===== config.mk =====
export PLATFORM = sky130hd
export DESIGN_NAME = mic1_mem_bridge
export DESIGN_NICKNAME = d
export VERILOG_FILES = /design/src/rtl/mic1_pkg.sv /design/src/rtl/mic1_fetch_buf.sv /design/src/rtl/mic1_mem_bridge.sv
export SDC_FILE = /design/constraint.sdc
export NUM_CORES = 1
export LEC_CHECK = 0
export ABC_AREA = 0
export CAP_MARGIN = 20
export CORE_MARGIN = 2
export CORE_UTILIZATION = 46
export DETAILED_ROUTE_END_ITERATION = 16
export PLACE_DENSITY = 0.87
export SLEW_MARGIN = 20
export SYNTH_ARGS = -nofsm -noshare
export SYNTH_HDL_FRONTEND = slang
export SYNTH_HIERARCHICAL = 1
export SYNTH_SLANG_ARGS = --single-unit

===== constraint.sdc =====
create_clock -name clk -period 6.82 [get_ports clk]
set_input_delay 1.364 -clock clk [delete_from_list [all_inputs] [get_ports clk]]
set_output_delay 1.364 -clock clk [all_outputs]
set_load 0.01 [all_outputs]

===== src/rtl/mic1_pkg.sv =====
// Shared types for the mic1 memory bridge: word width and the bridge FSM state.
package mic1_pkg;

  localparam int WORD_W = 32;

  typedef enum logic [1:0] {
    IDLE    = 2'd0,
    DATA    = 2'd1,
    FETCH   = 2'd2,
    RELEASE = 2'd3
  } state_t;

endpackage


===== src/rtl/mic1_fetch_buf.sv =====
// One-word instruction fetch buffer: holds the last fetched word, its word-address tag
// and a valid bit, and picks the big-endian byte addressed by the PC.
module mic1_fetch_buf
  import mic1_pkg::*;
#(
  parameter int FETCH_BUF_EN = 1
) (
  input  logic              clk,
  input  logic              reset,
  input  logic              load,
  input  logic [WORD_W-1:0] load_word,
  input  logic              inval,
  input  logic [WORD_W-1:0] addr_instr,
  output logic              hit,
  output logic [WORD_W-3:0] tag,
  output logic [7:0]        rd_byte
);

  logic              valid;
  logic [WORD_W-1:0] word;

  always_ff @(posedge clk or posedge reset) begin
    if (reset) begin
      valid <= 1'b0;
      word  <= '0;
      tag   <= '0;
    end else if (load) begin
      valid <= 1'b1;
      word  <= load_word;
      tag   <= addr_instr[WORD_W-1:2];
    end else if (inval) begin
      valid <= 1'b0;
    end
  end

  // With the buffer disabled every fetch misses, but the byte still comes from the buffer.
  assign hit = (FETCH_BUF_EN != 0) && valid && (tag == addr_instr[WORD_W-1:2]);

  always_comb begin
    rd_byte = word[31:24];
    case (addr_instr[1:0])
      2'd0: rd_byte = word[31:24];
      2'd1: rd_byte = word[23:16];
      2'd2: rd_byte = word[15:8];
      2'd3: rd_byte = word[7:0];
      default: rd_byte = word[31:24];
    endcase
  end

endmodule


===== src/rtl/mic1_mem_bridge.sv =====
// Bridges the mic1 core's data and instruction requests onto a single request/ack bus,
// stalling the core through core_run until the access is complete.
module mic1_mem_bridge
  import mic1_pkg::*;
#(
  parameter int FETCH_BUF_EN = 1
) (
  input  logic              clk,
  input  logic              reset,
  input  logic              run_in,
  output logic              core_run,
  input  logic [WORD_W-1:0] mem_addr,
  input  logic [WORD_W-1:0] mem_wdata,
  input  logic              mem_read,
  input  logic              mem_write,
  input  logic              mem_fetch,
  input  logic [WORD_W-1:0] mem_addr_instr,
  output logic [WORD_W-1:0] mem_rdata,
  output logic [7:0]        mem_rd_instr,
  output logic              bus_req,
  output logic              bus_we,
  output logic [WORD_W-1:0] bus_addr,
  output logic [WORD_W-1:0] bus_wdata,
  input  logic              bus_ack,
  input  logic [WORD_W-1:0] bus_rdata,
  output state_t            fsm_state
);

  state_t            state, state_next;
  logic              hit, data_miss, fetch_miss, miss, tag_match, fetch_pend;
  logic              buf_load, buf_inval;
  logic [WORD_W-3:0] tag;

  assign data_miss  = mem_read | mem_write;
  assign fetch_miss = mem_fetch & ~hit;
  assign miss       = data_miss | fetch_miss;
  assign tag_match  = (mem_addr == {2'b00, tag});
  // A write to the buffered word kills the hit, so a fetch of that word must go to the bus.
  assign fetch_pend = mem_fetch & ~(hit & ~(mem_write & tag_match));
  assign buf_inval  = (state == DATA) & bus_ack & mem_write & tag_match;
  assign buf_load   = (state == FETCH) & bus_ack;
  assign core_run   = run_in & ((state == RELEASE) | ((state == IDLE) & ~miss));
  assign fsm_state  = state;

  always_ff @(posedge clk or posedge reset) begin
    if (reset) state <= IDLE;
    else       state <= state_next;
  end

  // Bus handshake: bus_req is the valid, bus_ack is a one-cycle completion pulse. While
  // bus_req is high, addr/we/wdata come straight from core inputs that are held during the
  // stall, so they stay stable until the ack edge; ack in IDLE or RELEASE is ignored.
  always_comb begin
    state_next = state;
    bus_req    = 1'b0;
    bus_we     = 1'b0;
    bus_addr   = '0;
    bus_wdata  = '0;
    case (state)
      IDLE: begin
        if (run_in) begin
          if (data_miss)       state_next = DATA;
          else if (fetch_miss) state_next = FETCH;
        end
      end
      DATA: begin
        bus_req   = 1'b1;
        bus_we    = mem_write;
        bus_addr  = mem_addr;
        bus_wdata = mem_wdata;
        if (bus_ack) state_next = fetch_pend ? FETCH : RELEASE;
      end
      FETCH: begin
        bus_req  = 1'b1;
        bus_addr = {2'b00, mem_addr_instr[WORD_W-1:2]};
        if (bus_ack) state_next = RELEASE;
      end
      RELEASE: state_next = IDLE;
      default: state_next = IDLE;
    endcase
  end

  // A combined read+write returns the write data without a second bus access.
  always_ff @(posedge clk or posedge reset) begin
    if (reset) begin
      mem_rdata <= '0;
    end else if ((state == DATA) && bus_ack && mem_read) begin
      mem_rdata <= mem_write ? mem_wdata : bus_rdata;
    end
  end

  mic1_fetch_buf #(
    .FETCH_BUF_EN(FETCH_BUF_EN)
  ) u_fetch_buf (
    .clk       (clk),
    .reset     (reset),
    .load      (buf_load),
    .load_word (bus_rdata),
    .inval     (buf_inval),
    .addr_instr(mem_addr_instr),
    .hit       (hit),
    .tag       (tag),
    .rd_byte   (mem_rd_instr)
  );

endmodule


==> impl_results.md <==
* GP Congestion at 0.916
* RSZ-0062 raised after global routing: no
* Design area at 8240 µm²
* Final HPWL DP at 12,700 µm
* Final WL at 16,400 µm
* Mapped Avg Cell Area at 11.4 µm²
* Post-synth EDFFs at 0
* R2R depth at 5
* Register area share after synthesis at 44.8%
* Sum of negative setup slack at 0 ns
* Worst VDD drop at 262 µV
* Layout Nets at 845
* Hold Crit Class: reg -> reg
* # rows at 39
* Design Power at 3.34 mW
* Fmax at 183 MHz
* Cts hold-fix bufs at 0
* Vias at 4,697
* Die span in x at 113 µm
* Clock slew at reported path FFs at 0.07 ns
* Crit path top cell by count: clkdlybuf4s50_1
* Worst path top cell family by delay: simple AND/OR/NAND/NOR gates
* Num CTS Buffers at 9
* Met1 usage in global routing at 32.0%
* P&R area growth vs syn at 52.1%
* Vias/cell at 5.51
* CTS Root Cell: clkbuf_16
* H-tree depth at 3
* CP max stage cell: or4_1
* Final Skew at 0.00558 ns
* Most used flip-flop cell after synthesis: dfrtp_1
* Drt drc at 0
* Post-Syn Area at 5420 µm²
* FF+latch count, synth at 97
* Max-slew violations at 0
* Reg2Reg Launch Point: fsm_state[0]
* Placed Instances at 837
* Non-Filler Instances at 853
* Layout cells sized above 1 at 13.5%
* GR Util met2 at 45.8%
* Initial antenna violation count at 1
* Largest net degree at the start of global routing at 65
* Post-DRT Antenna Nets at 0
* Port Buffers at 243
* Synthesized net count at 614
* Buffer depth of the longest clock path at 2
* CP startpoint kind: primary input
* Crit path required time at 5.46 ns
* Core Area at 11,500 µm²
* Vias in the first global route at 4,902
* Worst setup path start: mem_addr_instr[11]
* Layout filler cell count at 833
* Max_cap viols at 0
* Clock insertion delay at the later pin of the skew report at 0.33 ns
* Die Area at 12,700 µm²
* DR iter-0 viols at 220
* Pwr Density at 405 nW/µm²
* Min-delay src: mem_rdata[21]
* Aggregate global-route resource usage at 26.1%
* Async set-or-reset flop fraction in the synthesized netlist at 100%
* Outcome: completed
* Slew Limit Headroom at 24.4%
* Reg-to-reg critical path endpoint: u_fetch_buf/word[4]
* Clk sinks at 97
* CTS tree: built
* CP endpoint: core_run
* Drt pass-1 iters at 6
* Netlist cell types at 35
* Area of the multi-input gates at 2840 µm²
* Final setup viols at 0
* Crit path DAT at 4.11 ns
* Leakage at 3.38 nW
* Crit path largest cell delay at 0.60 ns
* Overflow after GRT at 0
* Register area at 2430 µm²
* R2R Setup Slk at 4.27 ns
* First-pass GRT wire length at 25,800 µm
* Wirelength per Cell at 19.3 µm
* Cts repair resizes at 0
* Post-DP Area at 7950 µm²
* Initial Utilization at 47.2%
* Crit path max fanout at 3
* Cell count after synthesis at 474
* Crit path cell chain: clkdlybuf4s50_1, xnor2_1, nand4_1, or4_1, nor4_2, nand2b_1, nand3_1, a21boi_0, clkdlybuf4s50_1
* Met3 usage at 5.56%
* Final min period at 5.48 ns
* CP Depth at 9
* # IOs at 244
* YS warnings at 6
* Critical path class: in -> out
* Worst setup EP type: output port
* CP bufs+invs at 2
* Post-CTS Repair Setup Buffers at 0
* GR peak layer: met2
* Worst-Margin Slew at 1.13 ns
* Hold Fails Final Rpt at 0
* Die Y at 113 µm
* Final period util at 80.3%
-- Yosys cell counts (2+ instances only) --
cell	n	area share [%]
nor4_2	2	0.46
nor3_1	2	0.18
buf_2	10	0.92
clkbuf_1	17	1.2
a22o_1	30	4.8
nor4_1	5	0.58
o21ai_0	5	0.46
nand2_1	34	2.4
o21ai_1	28	2.6
and2_1	36	4.2
mux2_2	62	13
xor2_1	26	4.2
mux2i_1	32	5.9
dfrtp_1	97	45
and3_1	3	0.35
nor2_1	4	0.28
mux4_2	8	3.3
xnor2_1	34	5.5
nand3_1	3	0.28
nand4_1	10	1.2
ha_1	5	1.2
inv_1	8	0.55
-- logic make-up (layout without fill, tap and decap cells) --
family          after synthesis  in the layout  share of synthesized area [%]
other cells                   0              1                              0
fa+ha+maj                     5              5                           1.15
simple gates                104            104                           10.5
mux                         102            102                           22.1
buf+inv                      37            272                           2.86
xor+xnor                     60             60                           9.70
compound gates               69             69                           8.85
flops                        97             97                           44.8
-- metal layers --
layer,wire (µm),vias to the layer above
met1,6530,2277
met5,0,-
met4,461,0
li1,-,2156
met3,1130,30
met2,8320,234
-- worst min-delay path by stage --
stage                              endpoint  slack [ns]  cells after the start
after global placement        mem_rdata[10]        0.47                      2
after CTS                      mem_rdata[8]        0.49                      2
after floorplan           u_fetch_buf/valid        0.45                      1
final                         mem_rdata[21]        0.48                      2
after global routing           mem_rdata[5]        0.52                      2
after detailed placement       mem_rdata[8]        0.47                      2
-- worst reg2reg max path: stages, from the launching register on --
cell and delay (ns):
dfrtp_1 0.44, inv_1 0.14, ha_1 0.24, and2_2 0.68, buf_4 0.52, mux2_2 0.41
-- sequential cells by signal (all words and copies together), names as in the netlist --
signal,cells
fsm_state,2
mem_rdata,32
u_fetch_buf/tag,30
u_fetch_buf/valid,1
u_fetch_buf/word,32
-- cells in the final DEF, fill, tap and decap left out, types with 2 or more instances in the layout --
cell type and n:
a22o_1 30, and2_1 35, and3_1 3, buf_4 6, clkbuf_1 3, clkbuf_16 9, clkdlybuf4s50_1 242, dfrtp_1 97
ha_1 5, inv_1 7, mux2_2 62, mux2i_1 32, mux4_2 8, nand2_1 34, nand3_1 2, nand4_1 10
nor2_1 4, nor3_1 2, nor4_1 5, nor4_2 2, o21ai_0 5, o21ai_1 28, xnor2_1 34, xor2_1 26
-- power by group --
group | switching (mW) | leakage, nW | total, mW | internal (mW)
Combinational | 0.733 | 2.08 | 1.76 | 1.02
Sequential | 0.223 | 1.16 | 1.08 | 0.861
Clock | 0.206 | 0.140 | 0.500 | 0.294
Total | 1.16 | 3.38 | 3.34 | 2.18
-- stage by stage --
| step | hold WS, ns | utilization, % | worst slack [ns] |
|---|---|---|---|
| finish | 0.484 | 71.9 | 1.34 |
| global route | 0.519 | 71.9 | 1.22 |
| CTS | 0.489 | 71.8 | 1.35 |
| detailed placement | 0.475 | 69.3 | 1.36 |
| global placement | 0.466 | 69.3 | 1.35 |
| floorplan | 0.453 | - | 2.56 |
-- cell type report --
type | count | share of cell area [%]
Multi-Input combinational cell | 340 | 34.5
Timing Repair Buffer | 249 | 30.0
Sequential cell | 97 | 29.5
Clock buffer | 13 | 3.04
Tap cell | 143 | 2.17
Clock inverter | 2 | 0.471
Inverter | 8 | 0.364
Antenna cell | 1 | 0.0304
No activity file was read; power rests on OpenSTA's default activity.
